==> src/rtl/ps2_snake_cmd_decoder_if.sv <==
// Byte-stream / command bundle between the PS/2 receiver, the snake command decoder and the game FSM.
interface ps2_snake_cmd_decoder_if;
  logic [7:0] key_code;
  logic       key_valid;
  logic       game_tick;
  logic [1:0] dir;
  logic       dir_changed;
  logic       pause_toggle;
  logic       restart;
  logic       cmd_drop;

  modport master (
    output key_code, key_valid, game_tick,
    input  dir, dir_changed, pause_toggle, restart, cmd_drop
  );

  modport slave (
    input  key_code, key_valid, game_tick,
    output dir, dir_changed, pause_toggle, restart, cmd_drop
  );
endinterface

==> src/rtl/ps2_snake_cmd_decoder.sv <==
// Set-2 scancode to snake command decoder with E0/F0 prefix tracking and a 2-entry direction queue.
// Define SNAKE_CMD_WASD_EN to let W/A/S/D steer in addition to the arrow keys.
module ps2_snake_cmd_decoder #(
  parameter logic [1:0] INIT_DIR = 2'b00
) (
  input logic                    clk,
  input logic                    rst,
  ps2_snake_cmd_decoder_if.slave bus
);

  localparam logic [7:0] CodeExt   = 8'hE0;
  localparam logic [7:0] CodeBrk   = 8'hF0;
  localparam logic [7:0] CodeSpace = 8'h29;
  localparam logic [7:0] CodeEnter = 8'h5A;
  localparam logic [7:0] CodeUp    = 8'h75;
  localparam logic [7:0] CodeDown  = 8'h72;
  localparam logic [7:0] CodeLeft  = 8'h6B;
  localparam logic [7:0] CodeRight = 8'h74;

  localparam logic [1:0] DirRight = 2'b00;
  localparam logic [1:0] DirUp    = 2'b01;
  localparam logic [1:0] DirLeft  = 2'b10;
  localparam logic [1:0] DirDown  = 2'b11;

  typedef enum logic [1:0] {StIdle, StExt, StBrk, StExtBrk} state_e;

  state_e     state_q, state_d;
  logic [1:0] dir_q, dir_d;
  logic [1:0] q0_q, q0_d, q1_q, q1_d;
  logic [1:0] cnt_q, cnt_d;
  logic       space_held_q, space_held_d;
  logic       enter_held_q, enter_held_d;
  logic       dir_changed_q, dir_changed_d;
  logic       pause_toggle_q, pause_toggle_d;
  logic       restart_q, restart_d;
  logic       cmd_drop_q, cmd_drop_d;

  logic       is_make, is_break, is_ext;
  logic       new_vld;
  logic [1:0] new_dir;
  logic [1:0] ref_dir;
  logic       push, pop;

  // Prefix FSM: classifies the current byte as make/break, plain/extended.
  always_comb begin
    state_d  = state_q;
    is_make  = 1'b0;
    is_break = 1'b0;
    is_ext   = 1'b0;
    if (bus.key_valid) begin
      unique case (state_q)
        StIdle: begin
          if (bus.key_code == CodeExt)      state_d = StExt;
          else if (bus.key_code == CodeBrk) state_d = StBrk;
          else                              is_make = 1'b1;
        end
        StExt: begin
          if (bus.key_code == CodeBrk) begin
            state_d = StExtBrk;
          end else begin
            is_make = 1'b1;
            is_ext  = 1'b1;
            state_d = StIdle;
          end
        end
        StBrk: begin
          is_break = 1'b1;
          state_d  = StIdle;
        end
        StExtBrk: begin
          is_break = 1'b1;
          is_ext   = 1'b1;
          state_d  = StIdle;
        end
        default: state_d = StIdle;
      endcase
    end
  end

  // Direction decode; breaks of direction keys never reach here.
  always_comb begin
    new_vld = 1'b0;
    new_dir = DirRight;
    if (is_make && is_ext) begin
      new_vld = 1'b1;
      case (bus.key_code)
        CodeUp:    new_dir = DirUp;
        CodeDown:  new_dir = DirDown;
        CodeLeft:  new_dir = DirLeft;
        CodeRight: new_dir = DirRight;
        default:   new_vld = 1'b0;
      endcase
    end
`ifdef SNAKE_CMD_WASD_EN
    if (is_make && !is_ext) begin
      new_vld = 1'b1;
      case (bus.key_code)
        8'h1D:   new_dir = DirUp;
        8'h1B:   new_dir = DirDown;
        8'h1C:   new_dir = DirLeft;
        8'h23:   new_dir = DirRight;
        default: new_vld = 1'b0;
      endcase
    end
`endif
  end

  // Reversal reference is the last direction the snake will have taken once the queue drains.
  assign ref_dir = (cnt_q == 2'd2) ? q1_q : (cnt_q == 2'd1) ? q0_q : dir_q;
  assign push    = new_vld && (new_dir != ref_dir) && (new_dir != (ref_dir ^ 2'b10));
  assign pop     = bus.game_tick && (cnt_q != 2'd0);

  always_comb begin
    space_held_d   = space_held_q;
    enter_held_d   = enter_held_q;
    pause_toggle_d = 1'b0;
    restart_d      = 1'b0;
    cmd_drop_d     = 1'b0;
    dir_changed_d  = 1'b0;
    dir_d          = dir_q;
    q0_d           = q0_q;
    q1_d           = q1_q;
    cnt_d          = cnt_q;

    if (!is_ext && bus.key_code == CodeSpace) begin
      if (is_make) begin
        pause_toggle_d = !space_held_q;
        space_held_d   = 1'b1;
      end else if (is_break) begin
        space_held_d = 1'b0;
      end
    end
    if (!is_ext && bus.key_code == CodeEnter) begin
      if (is_make) begin
        restart_d    = !enter_held_q;
        enter_held_d = 1'b1;
      end else if (is_break) begin
        enter_held_d = 1'b0;
      end
    end

    if (restart_d) begin
      // Restart overrides any tick or push in the same cycle.
      dir_d = INIT_DIR;
      cnt_d = 2'd0;
    end else begin
      if (pop) begin
        dir_d         = q0_q;
        dir_changed_d = 1'b1;
      end
      unique case (cnt_q)
        2'd0: begin
          if (push) begin
            q0_d  = new_dir;
            cnt_d = 2'd1;
          end
        end
        2'd1: begin
          if (pop && push)  q0_d = new_dir;
          else if (pop)     cnt_d = 2'd0;
          else if (push) begin
            q1_d  = new_dir;
            cnt_d = 2'd2;
          end
        end
        default: begin
          if (pop) begin
            q0_d = q1_q;
            if (push) q1_d = new_dir;
            else      cnt_d = 2'd1;
          end else if (push) begin
            cmd_drop_d = 1'b1;
          end
        end
      endcase
    end
  end

  always_ff @(posedge clk) begin
    if (rst) begin
      state_q        <= StIdle;
      dir_q          <= INIT_DIR;
      q0_q           <= 2'b00;
      q1_q           <= 2'b00;
      cnt_q          <= 2'd0;
      space_held_q   <= 1'b0;
      enter_held_q   <= 1'b0;
      dir_changed_q  <= 1'b0;
      pause_toggle_q <= 1'b0;
      restart_q      <= 1'b0;
      cmd_drop_q     <= 1'b0;
    end else begin
      state_q        <= state_d;
      dir_q          <= dir_d;
      q0_q           <= q0_d;
      q1_q           <= q1_d;
      cnt_q          <= cnt_d;
      space_held_q   <= space_held_d;
      enter_held_q   <= enter_held_d;
      dir_changed_q  <= dir_changed_d;
      pause_toggle_q <= pause_toggle_d;
      restart_q      <= restart_d;
      cmd_drop_q     <= cmd_drop_d;
    end
  end

  assign bus.dir          = dir_q;
  assign bus.dir_changed  = dir_changed_q;
  assign bus.pause_toggle = pause_toggle_q;
  assign bus.restart      = restart_q;
  assign bus.cmd_drop     = cmd_drop_q;

endmodule

==> src/flat_wrapper.sv <==
// flat-port wrapper written by rule: the top's interface ports become plain ports
module ps2_snake_cmd_decoder_flat 
#(
  parameter logic [1:0] INIT_DIR = 2'b00
)
  (clk, rst, bus_key_code, bus_key_valid, bus_game_tick, bus_dir, bus_dir_changed, bus_pause_toggle, bus_restart, bus_cmd_drop);
  ps2_snake_cmd_decoder_if bus_i ();
  input logic clk;
  input logic rst;
  input wire logic [$bits(bus_i.key_code)-1:0] bus_key_code;
  input wire logic [$bits(bus_i.key_valid)-1:0] bus_key_valid;
  input wire logic [$bits(bus_i.game_tick)-1:0] bus_game_tick;
  output wire logic [$bits(bus_i.dir)-1:0] bus_dir;
  output wire logic [$bits(bus_i.dir_changed)-1:0] bus_dir_changed;
  output wire logic [$bits(bus_i.pause_toggle)-1:0] bus_pause_toggle;
  output wire logic [$bits(bus_i.restart)-1:0] bus_restart;
  output wire logic [$bits(bus_i.cmd_drop)-1:0] bus_cmd_drop;
  assign bus_i.key_code = bus_key_code;
  assign bus_i.key_valid = bus_key_valid;
  assign bus_i.game_tick = bus_game_tick;
  assign bus_dir = bus_i.dir;
  assign bus_dir_changed = bus_i.dir_changed;
  assign bus_pause_toggle = bus_i.pause_toggle;
  assign bus_restart = bus_i.restart;
  assign bus_cmd_drop = bus_i.cmd_drop;
  ps2_snake_cmd_decoder #(.INIT_DIR(INIT_DIR)) u_core (.clk(clk), .rst(rst), .bus(bus_i));
endmodule
==> config.mk <==
export PLATFORM = sky130hd
export DESIGN_NAME = ps2_snake_cmd_decoder_flat
export DESIGN_NICKNAME = d
export VERILOG_FILES = /design/src/rtl/ps2_snake_cmd_decoder_if.sv /design/src/rtl/ps2_snake_cmd_decoder.sv /design/src/flat_wrapper.sv
export SDC_FILE = /design/constraint.sdc
export NUM_CORES = 1
export LEC_CHECK = 0
export CAP_MARGIN = 5
export CORE_MARGIN = 4
export CORE_UTILIZATION = 54
export CTS_CLUSTER_DIAMETER = 40
export DETAILED_ROUTE_END_ITERATION = 12
export GPL_ROUTABILITY_DRIVEN = 0
export PLACE_DENSITY_LB_ADDON = 0.12
export SKIP_LAST_GASP = 1
export SYNTH_ARGS = -nofsm -noshare
export SYNTH_HDL_FRONTEND = slang
export SYNTH_SLANG_ARGS = --single-unit
==> constraint.sdc <==
create_clock -name clk -period 5.6 [get_ports clk]
set_clock_uncertainty 0.05 [all_clocks]
set_input_delay 0.56 -clock clk [delete_from_list [all_inputs] [get_ports clk]]
set_output_delay 0.56 -clock clk [all_outputs]
set_load 0.1 [all_outputs]
; Yosys cells after proc, flatten, opt, wreduce, memory -nomap -nowiden
; Cells that the tools add are included.
[classes]
reduce_logical = 27
n_mux = 40
bitwise_logic = 5
n_eq_ne = 22
[ops]
columns = operator, n
row1 = $eq 8x7->1 const B, 5
row2 = $mux 2, 19
row3 = $eq 8x8->1 const B, 2
row4 = $mux 1, 14
row5 = $pmux 2 s2, 3
row6 = $pmux 2 s3, 2
row7 = $reduce_and 5->1, 2
row8 = $eq 8x6->1 const B, 1
row9 = $logic_and 1x1->1, 7
row10 = $eq 2x2->1 const B, 3
row11 = $ne 2x2->1 const B, 3
row12 = $ne 3x1->1 const B, 2
row13 = $reduce_and 2->1, 3
row14 = $reduce_bool 2->1, 3
row15 = $not 1->1, 5
row16 = $reduce_or 5->1, 1
row17 = $eq 2x1->1 const B, 2
row18 = $logic_not 2->1, 2
row19 = $ne 2x2->1, 2
row20 = $pmux 1 s2, 2
row21 = $reduce_and 4->1, 1
row22 = $reduce_or 2->1, 2
row23 = $reduce_or 4->1, 1
row24 = $logic_not 1->1, 3
row25 = other kinds (4), 4
[totals]
out_inout_bits = 6
regBits = 16
elab_cells = 105

; Depth between registers and ports, before layout
; Gate-level depths: netlist of the first run.
[logic_depth]
ltp_word = 14
ltp_mapped = 7
ltp_nobuf = 6

; Worst setup path after synthesis of the first run
; OpenSTA, ideal clock, no wires.
[synth_timing]
path_type = register to register
start = reg u_core.dir_q[0], in the netlist u_core.bus.dir[0]
end = reg u_core.cnt_q[1]
arrival_time_ps = 2110
path_buffers = 0
required_ps = 5480
path_stages_with_launch = 6
period_less_slack_ps = 2230
path_slack_ps = 3370
path_cell_list = dfxtp_1 o211ai_1 xnor2_2 nand3_4 or3b_1 a21oi_1
[synth_via]
elab_chain_cells = 8
word_cells_on_any_way = 12
classes_between = eq/ne: 6 / mux: 2 / reduce/logical: 4
[synth_lines]
columns = item, line_no
row1 = "start, declared", ps2_snake_cmd_decoder.sv:28  ; logic [1:0] dir_q, dir_d;
row2 = "start signal, assigned", ps2_snake_cmd_decoder.sv:194  ; dir_q <= dir_d;
row3 = $mux 2 (*) (2 in series), ps2_snake_cmd_decoder.sv:109  ; assign ref_dir = (cnt_q == 2'd2) ? q1_q : (cnt_q == 2'd1) ? q0_q : dir_q;
row4 = $ne 2x2->1, ps2_snake_cmd_decoder.sv:110  ; assign push = new_vld && (new_dir != ref_dir) && (new_dir != (ref_dir ^ 2'b10));
row5 = $logic_and 1x1->1, ps2_snake_cmd_decoder.sv:110
row6 = $logic_and 1x1->1 (*), ps2_snake_cmd_decoder.sv:110
row7 = $logic_and 1x1->1, ps2_snake_cmd_decoder.sv:159  ; if (pop && push) q0_d = new_dir;
row8 = $ne 2x2->1 (no line), --
row9 = $reduce_and 5->1 (no line) (*), --
row10 = "end signal, assigned", ps2_snake_cmd_decoder.sv:197  ; cnt_q <= cnt_d;
row11 = "end, declared", ps2_snake_cmd_decoder.sv:30  ; logic [1:0] cnt_q, cnt_d;
; Every way passes the cells marked *; elsewhere a longest branch is shown, timed or not.
; A chain may end at the register's enable or synchronous reset.

; Final worst setup path of the first run
[layout_timing]
start = in bus_key_code[4]
end = reg u_core.cnt_q[0]
[layout_via]
elab_chain_cells = 13
word_cells_on_any_way = 34
classes_between = eq/ne: 13 / mux: 12 / reduce/logical: 9
[layout_lines]
columns = item, line_no
row1 = "start, declared", flat_wrapper.sv:10  ; input wire logic [$bits(bus_i.key_code)-1:0] bus_key_code;
row2 = $eq 8x8->1, "ps2_snake_cmd_decoder.sv:54, ps2_snake_cmd_decoder.sv:58"
row3 = $mux 1, "ps2_snake_cmd_decoder.sv:54, ps2_snake_cmd_decoder.sv:58"
row4 = $mux 1, ps2_snake_cmd_decoder.sv:53  ; if (bus.key_code == CodeExt) state_d = StExt;
row5 = $pmux 1 s2, ps2_snake_cmd_decoder.sv:51  ; unique case (state_q)
row6 = $mux 1, ps2_snake_cmd_decoder.sv:50  ; if (bus.key_valid) begin
row7 = $logic_and 1x1->1, ps2_snake_cmd_decoder.sv:84  ; if (is_make && is_ext) begin
row8 = $mux 2, ps2_snake_cmd_decoder.sv:84
row9 = $ne 2x2->1, ps2_snake_cmd_decoder.sv:110
row10 = $logic_and 1x1->1 (2 in series), ps2_snake_cmd_decoder.sv:110
row11 = $logic_and 1x1->1, ps2_snake_cmd_decoder.sv:159
row12 = $ne 2x2->1 (no line), --
row13 = $reduce_and 5->1 (no line), --
; Parallel ways exist; a longest one is shown, timed or not.

==> impl_results.md, run 1 <==
* Peak supply drop at 177 uV
* Crit-path slowest cell: clkdlybuf4s50_1
* Mapped Cells at 110
* Cts hold-fix bufs at 0
* Core Util, Final at 0.723
* Setup violators final at 0
* Area of the multi-input gates at 571 um2
* Core Area at 1580 um2
* Max-slew violations at 0
* ANT cells at 0
* Most frequent cells after synthesis: 16 x dfxtp_1, 15 x nor2_1, 7 x a21oi_1
* Worst path cell trace: clkdlybuf4s50_1 -> and3b_2 -> o2111ai_1 -> nand2_1 -> nand3_4 -> mux2_1 -> nor3_1
* Syn Nets at 122
* Setup WS post-layout at 3.18 ns
* Die Y at 49.7 um
* Final nets at 139
* CTS tree: yes
* Vias/cell at 6.03
* Crit path capture type: register
* Grt ovf at 0
* #FFs+latches synth at 16
* Most numerous cell in the Yosys netlist: dfxtp_1
* DR vias at 856
* DRC Markers at 0
* HP Class: reg -> reg
* Vias in the first global route at 778
* FF+latch area at 320 um2
* Critical R2R Launch: u_core.cnt_q[1]$_SDFFE_PP0P_
* RSZ-0062 raised after global routing: false
* Fraction of registers with async set/reset at 0
* Dpl ws at 2.91 ns
* Top cells by area, synth: dfxtp_1 34%, nor2_1 6.0%, nor3b_1 4.0%
* Fin crit share at 0.432
* Crit path kind: in -> reg
* Startpoint Class: input port
* PostCTS Resize Cnt at 0
* Worst reg2reg path depth at 6
* Starting DRT DRC Count at 17
* Share of the synthesized area in the top cell type at 0.341
* Total power at 218 uW
* Top_reg_cell synth: dfxtp_1
* Max Cap Violations at 0
* Tot GR Track Use at 0.171
* FILL cells at 128
* Maximum level of the CTS H-tree at 1
* Post-synthesis average cell area at 8.53 um2
* Crit Reg-Reg Endpoint: u_core.cnt_q[1]$_SDFFE_PP0P_
* Endpoint of the worst hold path: u_core.q1_q[1]$_SDFFE_PP0P_
* Initial Util at 0.595
* Achievable frequency at 413 MHz
* Die ar. at 2470 um2
* Die width at 49.7 um
* Number of enable flip-flop cells after synthesis at 0
* Cell taking the most area after synthesis: dfxtp_1
* Yosys cell types at 44
* Final Hold Viols at 0
* Fin crit period at 2.42 ns
* Final wirelength at 1980 um
* Worst path max stage delay at 0.71 ns
* Worst slew pin tran at 0.968 ns
* Status: complete, no violations
* ANT nets after route at 0
* Root buf cell: clkbuf_4
* P_leak at 0.450 nW
* Drt wl/cell at 13.9 um
* First-pass GRT wire length at 3240 um
* Fraction of layout cells with a size suffix above 1 at 0.143
* First-pass DRT Iterations at 4
* Initial antenna violation count at 0
* # port buffers at 17
* Setup Buffers After CTS at 0
* FP Rows at 14
* Area Overhead vs Synth at 21.5%
* Slew headroom at 0.353
* Total CTS buffers at 3
* TritonCTS Sinks at 16
* Crit path DAT at 2.60 ns
* Fin Setup TNS at 0 ns
* Flop2flop setup slack at 3.47 ns
* Post-DP HPWL at 1450 um
* Required time worst endpoint at 5.78 ns
* Pwr/cell area at 191 nW/um2
* Hold Crit Start: u_core.q1_q[1]$_SDFFE_PP0P_
* Post-synthesis sequential area ratio at 0.341
* Mapped cell area at 938 um2
* CTS max path bufs at 2
* Worst skew pair latency at 0.29 ns
* Largest net degree at the start of global routing at 13
* Worst Path Max Fanout at 10
* # IOs at 18
* Reg clk slew, reported paths at 0.09 ns
* Synth warn at 0
* WHS Path Cells at 2
-- where the power goes --
group | switching [mW] | total [mW] | internal, mW
Clock | 0.0373 | 0.0770 | 0.0397
Combinational | 0.0133 | 0.0262 | 0.0129
Sequential | 0.000835 | 0.115 | 0.114
Total | 0.0514 | 0.218 | 0.167
-- state kept, by name (all words and copies together) (netlist names) --
register / cells
u_core.q0_q: 2
u_core.q1_q: 2
u_core.enter_held_q: 1
u_core.state_q: 2
u_core.space_held_q: 1
u_core.bus.dir_changed: 1
u_core.cnt_q: 2
u_core.bus.pause_toggle: 1
u_core.bus.restart: 1
u_core.bus.dir: 2
u_core.bus.cmd_drop: 1
-- cells by family (layout without fill, tap and decap cells) --
kind of cell | after synthesis | count (layout) | share of synthesized area
AND/OR/NAND/NOR | 54 | 54 | 0.353
AO/OA/AOI/OAI | 21 | 21 | 0.160
flip-flops | 16 | 16 | 0.341
buffers and inverters | 11 | 27 | 0.0507
multiplexers | 6 | 6 | 0.0680
XOR/XNOR | 2 | 2 | 0.0267
-- stage by stage --
stage | cells | area, um2 | hold WS (ns)
global route | 142 | 1140 | 0.454
detailed placement | 138 | 1100 | 0.413
floorplan | 110 | 938 | 0.382
CTS | 142 | 1140 | 0.426
global placement | 138 | 1100 | 0.390
finish | 142 | 1140 | 0.417
-- layer usage --
| layer | global-route usage | routed length, um |
|---|---|---|
| met1 | 0.202 | 932 |
| met4 | 0.111 | 57 |
| met5 | 0 | 0 |
| met2 | 0.264 | 859 |
| met3 | 0.0512 | 129 |
-- critical path, delay by kind of cell --
family | cells | cell delay [ns]
simple gates | 4 | 0.71
buf+inv | 1 | 0.71
compound gates | 1 | 0.28
mux | 1 | 0.33
-- cell type report --
type	instances	area share
inverter	6	0.0198
clock buffer	4	0.0318
tap	16	0.0176
multi-input combinational	83	0.501
timing repair buffer	17	0.149
sequential	16	0.281
-- placed cells by master, fill, tap and decap left out, types with 4 or more instances in the layout --
master	count
inv_1	6
clkdlybuf4s50_1	17
nand4_1	4
o21ai_0	5
nand2_1	6
a21oi_1	7
nor2_1	15
nor3b_1	5
dfxtp_1	16
-- worst max path at each step --
stage,start,endpoint,depth (start not counted)
5_1_grt,bus_key_code[4],u_core.q0_q[1]$_SDFFE_PP0P_,7
6_report,bus_key_code[4],u_core.cnt_q[0]$_SDFFE_PP0P_,7
4_1_cts,u_core.bus.dir[0]$_SDFFE_PP0P_,bus_dir[0],1
2_1_floorplan,u_core.bus.dir[0]$_SDFFE_PP0P_,u_core.cnt_q[1]$_SDFFE_PP0P_,5
3_5_place_dp,bus_key_code[4],u_core.cnt_q[0]$_SDFFE_PP0P_,7
3_3_place_gp,bus_key_code[1],u_core.cnt_q[1]$_SDFFE_PP0P_,7
No activity file was read; power rests on OpenSTA's default activity.
==> run 2, diff against run 1 <==
- CORE_UTILIZATION: 54 -> 50
- clock period: 5.6 -> 2.3 ns (I/O delays scaled with it)
==> impl_results.md, run 2 (synthesized netlist as in run 1, its figures left out) <==
* Status: complete, no violations (unchanged)
* Met1 Use GR at 0.211 (was 0.202)
* Setup Buffers After CTS at 0 (unchanged)
* Busiest grt layer: met2 (unchanged)
* Crit path kind: reg -> reg (was in -> reg)
* Most common cell after layout, fill and taps aside: dfxtp_1 (was clkdlybuf4s50_1)
* Setup violators final at 0 (unchanged)
* WHS Path Cells at 2 (unchanged)
* Total CTS buffers at 3 (unchanged)
* HP Class: reg -> reg (unchanged)
* ANT nets after route at 0 (unchanged)
* Startpoint Class: register (was input port)
* Fin crit period at 2.10 ns
* Critical R2R Launch: u_core.cnt_q[0]$_SDFFE_PP0P_ (was u_core.cnt_q[1]$_SDFFE_PP0P_)
* Cts hold-fix bufs at 0 (unchanged)
* Root buf cell: clkbuf_4 (unchanged)
* Worst reg2reg path depth at 6 (unchanged)
* Post-DP HPWL at 1460 um (was 1450 um)
* GR Util met3 at 0.0437 (was 0.0512)
* DRC Markers at 0 (unchanged)
* Largest net degree at the start of global routing at 11 (was 13)
* Achievable frequency at 475 MHz
* FILL cells at 149 (was 128)
* # port buffers at 17 (unchanged)
* Tot GR Track Use at 0.152 (was 0.171)
* CTS tree: yes (unchanged)
* Core Area at 1750 um2 (was 1580 um2)
* Maximum level of the CTS H-tree at 1 (unchanged)
* Grt ovf at 0 (unchanged)
* Crit Reg-Reg Endpoint: u_core.cnt_q[1]$_SDFFE_PP0P_ (unchanged)
* CTS max path bufs at 2 (unchanged)
* Endpoint of the worst hold path: u_core.q1_q[1]$_SDFFE_PP0P_ (unchanged)
* Max Cap Violations at 0 (unchanged)
* Die Y at 51.3 um (was 49.7 um)
* Dpl cells at 154 (was 138)
* First-pass GRT wire length at 3010 um (was 3240 um)
* # IOs at 18 (unchanged)
* Initial Util at 0.538 (was 0.595)
* P_leak at 0.497 nW (was 0.450 nW)
* Crit path DAT at 2.28 ns (was 2.60 ns)
* Required time worst endpoint at 2.48 ns (was 5.78 ns)
* Peak supply drop at 421 uV (was 177 uV)
* Area Overhead vs Synth at 26.7% (was 21.5%)
* GRT met2 Usage at 0.217 (was 0.264)
* Worst slew pin tran at 0.437 ns (was 0.968 ns)
* Reg clk slew, reported paths at 0.09 ns (about the same)
* FP Rows at 15 (was 14)
* PostCTS Resize Cnt at 0 (unchanged)
* ANT cells at 0 (unchanged)
* Flop2flop setup slack at 0.20 ns (was 3.47 ns)
* DR vias at 841 (was 856)
* Final cell count without fillers at 158 (was 142)
* Crit path capture type: register (unchanged)
* Most frequent cells in the layout: 16 x dfxtp_1, 15 x nor2_1, 13 x buf_4 (was 17 x clkdlybuf4s50_1, 16 x dfxtp_1, 15 x nor2_1)
* Slew headroom at 0.706 (was 0.353)
* Vias in the first global route at 699 (was 778)
* Worst skew pair latency at 0.29 ns (about the same)
* Vias/cell at 5.32 (was 6.03)
* Final Hold Viols at 0 (unchanged)
* Hold Crit Start: u_core.q1_q[1]$_SDFFE_PP0P_ (unchanged)
* Drt wl/cell at 12.1 um (was 13.9 um)
* Worst Path Max Fanout at 9 (was 10)
* RSZ-0062 raised after global routing: false (unchanged)
* First-pass DRT Iterations at 4 (unchanged)
* Final wirelength at 1910 um (was 1980 um)
* Die width at 51.3 um (was 49.7 um)
* Pwr/cell area at 452 nW/um2 (was 191 nW/um2)
* Core Util, Final at 0.681 (was 0.723)
* Initial antenna violation count at 0 (unchanged)
* Fin crit share at 0.915
* Max-slew violations at 0 (unchanged)
* Die ar. at 2630 um2 (was 2470 um2)
* Final nets at 146 (was 139)
* TritonCTS Sinks at 16 (unchanged)
* Fraction of layout cells with a size suffix above 1 at 0.233 (was 0.143)
* Starting DRT DRC Count at 9 (was 17)
## run 2: changes by cell type in the layout (fill, tap and decap cells not counted)
cell / delta
buf_4: +13
clkdlybuf4s50_1: -6
## run 2: stage by stage
step                      hold slack, ns  power (mW)  worst slack [ns]  instance area (um2)  setup TNS (ns)
after CTS                          0.414       0.543             0.188                 1190               0
after global placement             0.394       0.356            0.0388                 1150               0
after floorplan                    0.332       0.321            0.0699                  938               0
after global routing               0.456       0.561            0.0355                 1190               0
final                              0.410       0.537             0.196                 1190               0
after detailed placement           0.401       0.357           -0.0327                 1150         -0.0599
## run 2: how the worst max path moves through the flow
| stage | end | cells past startpoint | startpoint | slack (ns) |
|---|---|---|---|---|
| 5_1_grt | u_core.cnt_q[0]$_SDFFE_PP0P_ | 6 | u_core.cnt_q[0]$_SDFFE_PP0P_ | 0.04 |
| 6_report | u_core.cnt_q[1]$_SDFFE_PP0P_ | 6 | u_core.cnt_q[0]$_SDFFE_PP0P_ | 0.20 |
| 3_5_place_dp | u_core.cnt_q[1]$_SDFFE_PP0P_ | 7 | bus_key_code[0] | -0.03 |
| 3_3_place_gp | u_core.cnt_q[1]$_SDFFE_PP0P_ | 7 | bus_key_code[1] | 0.04 |
| 2_1_floorplan | u_core.cnt_q[1]$_SDFFE_PP0P_ | 5 | u_core.bus.dir[0]$_SDFFE_PP0P_ | 0.07 |
| 4_1_cts | u_core.cnt_q[1]$_SDFFE_PP0P_ | 6 | u_core.cnt_q[0]$_SDFFE_PP0P_ | 0.19 |
## run 2: area by class of cell
type	instances	area (um2)	share of cell area
well taps	25	31.3	0.0263
flip-flops and latches	16	320	0.269
repair buffers	24	208	0.175
multi-input cells	83	571	0.480
inverters	6	22.5	0.0189
clock buffers	4	36.3	0.0305
## run 2: where the power goes
group	total (mW)	switching [mW]	internal (mW)
sequential	0.280	0.00194	0.278
clock	0.187	0.0902	0.0965
combinational	0.0705	0.0333	0.0373
## run 2: routing by layer
layer | vias up | part of all wire | routed length, um
met4 | 0 | 0.012 | 23
met1 | 379 | 0.52 | 1000
met3 | 4 | 0.056 | 107
met2 | 16 | 0.41 | 778
li1 | 442 | - | -
met5 | - | 0 | 0
## run 2: critical path, cell delays in order (launching register included)
cell and delay, ns:
dfxtp_1 0.47, or3b_2 0.48, o211ai_1 0.18, xnor2_2 0.22, nand3_4 0.14, or3b_1 0.36, a21oi_1 0.14
==> run 3, diff against run 2 <==
- CAP_MARGIN: 5 -> 20
- TNS_END_PERCENT: default -> 30
==> results of run 3 <==
The final DEF is identical to that of run 2; final timing and power are the same.
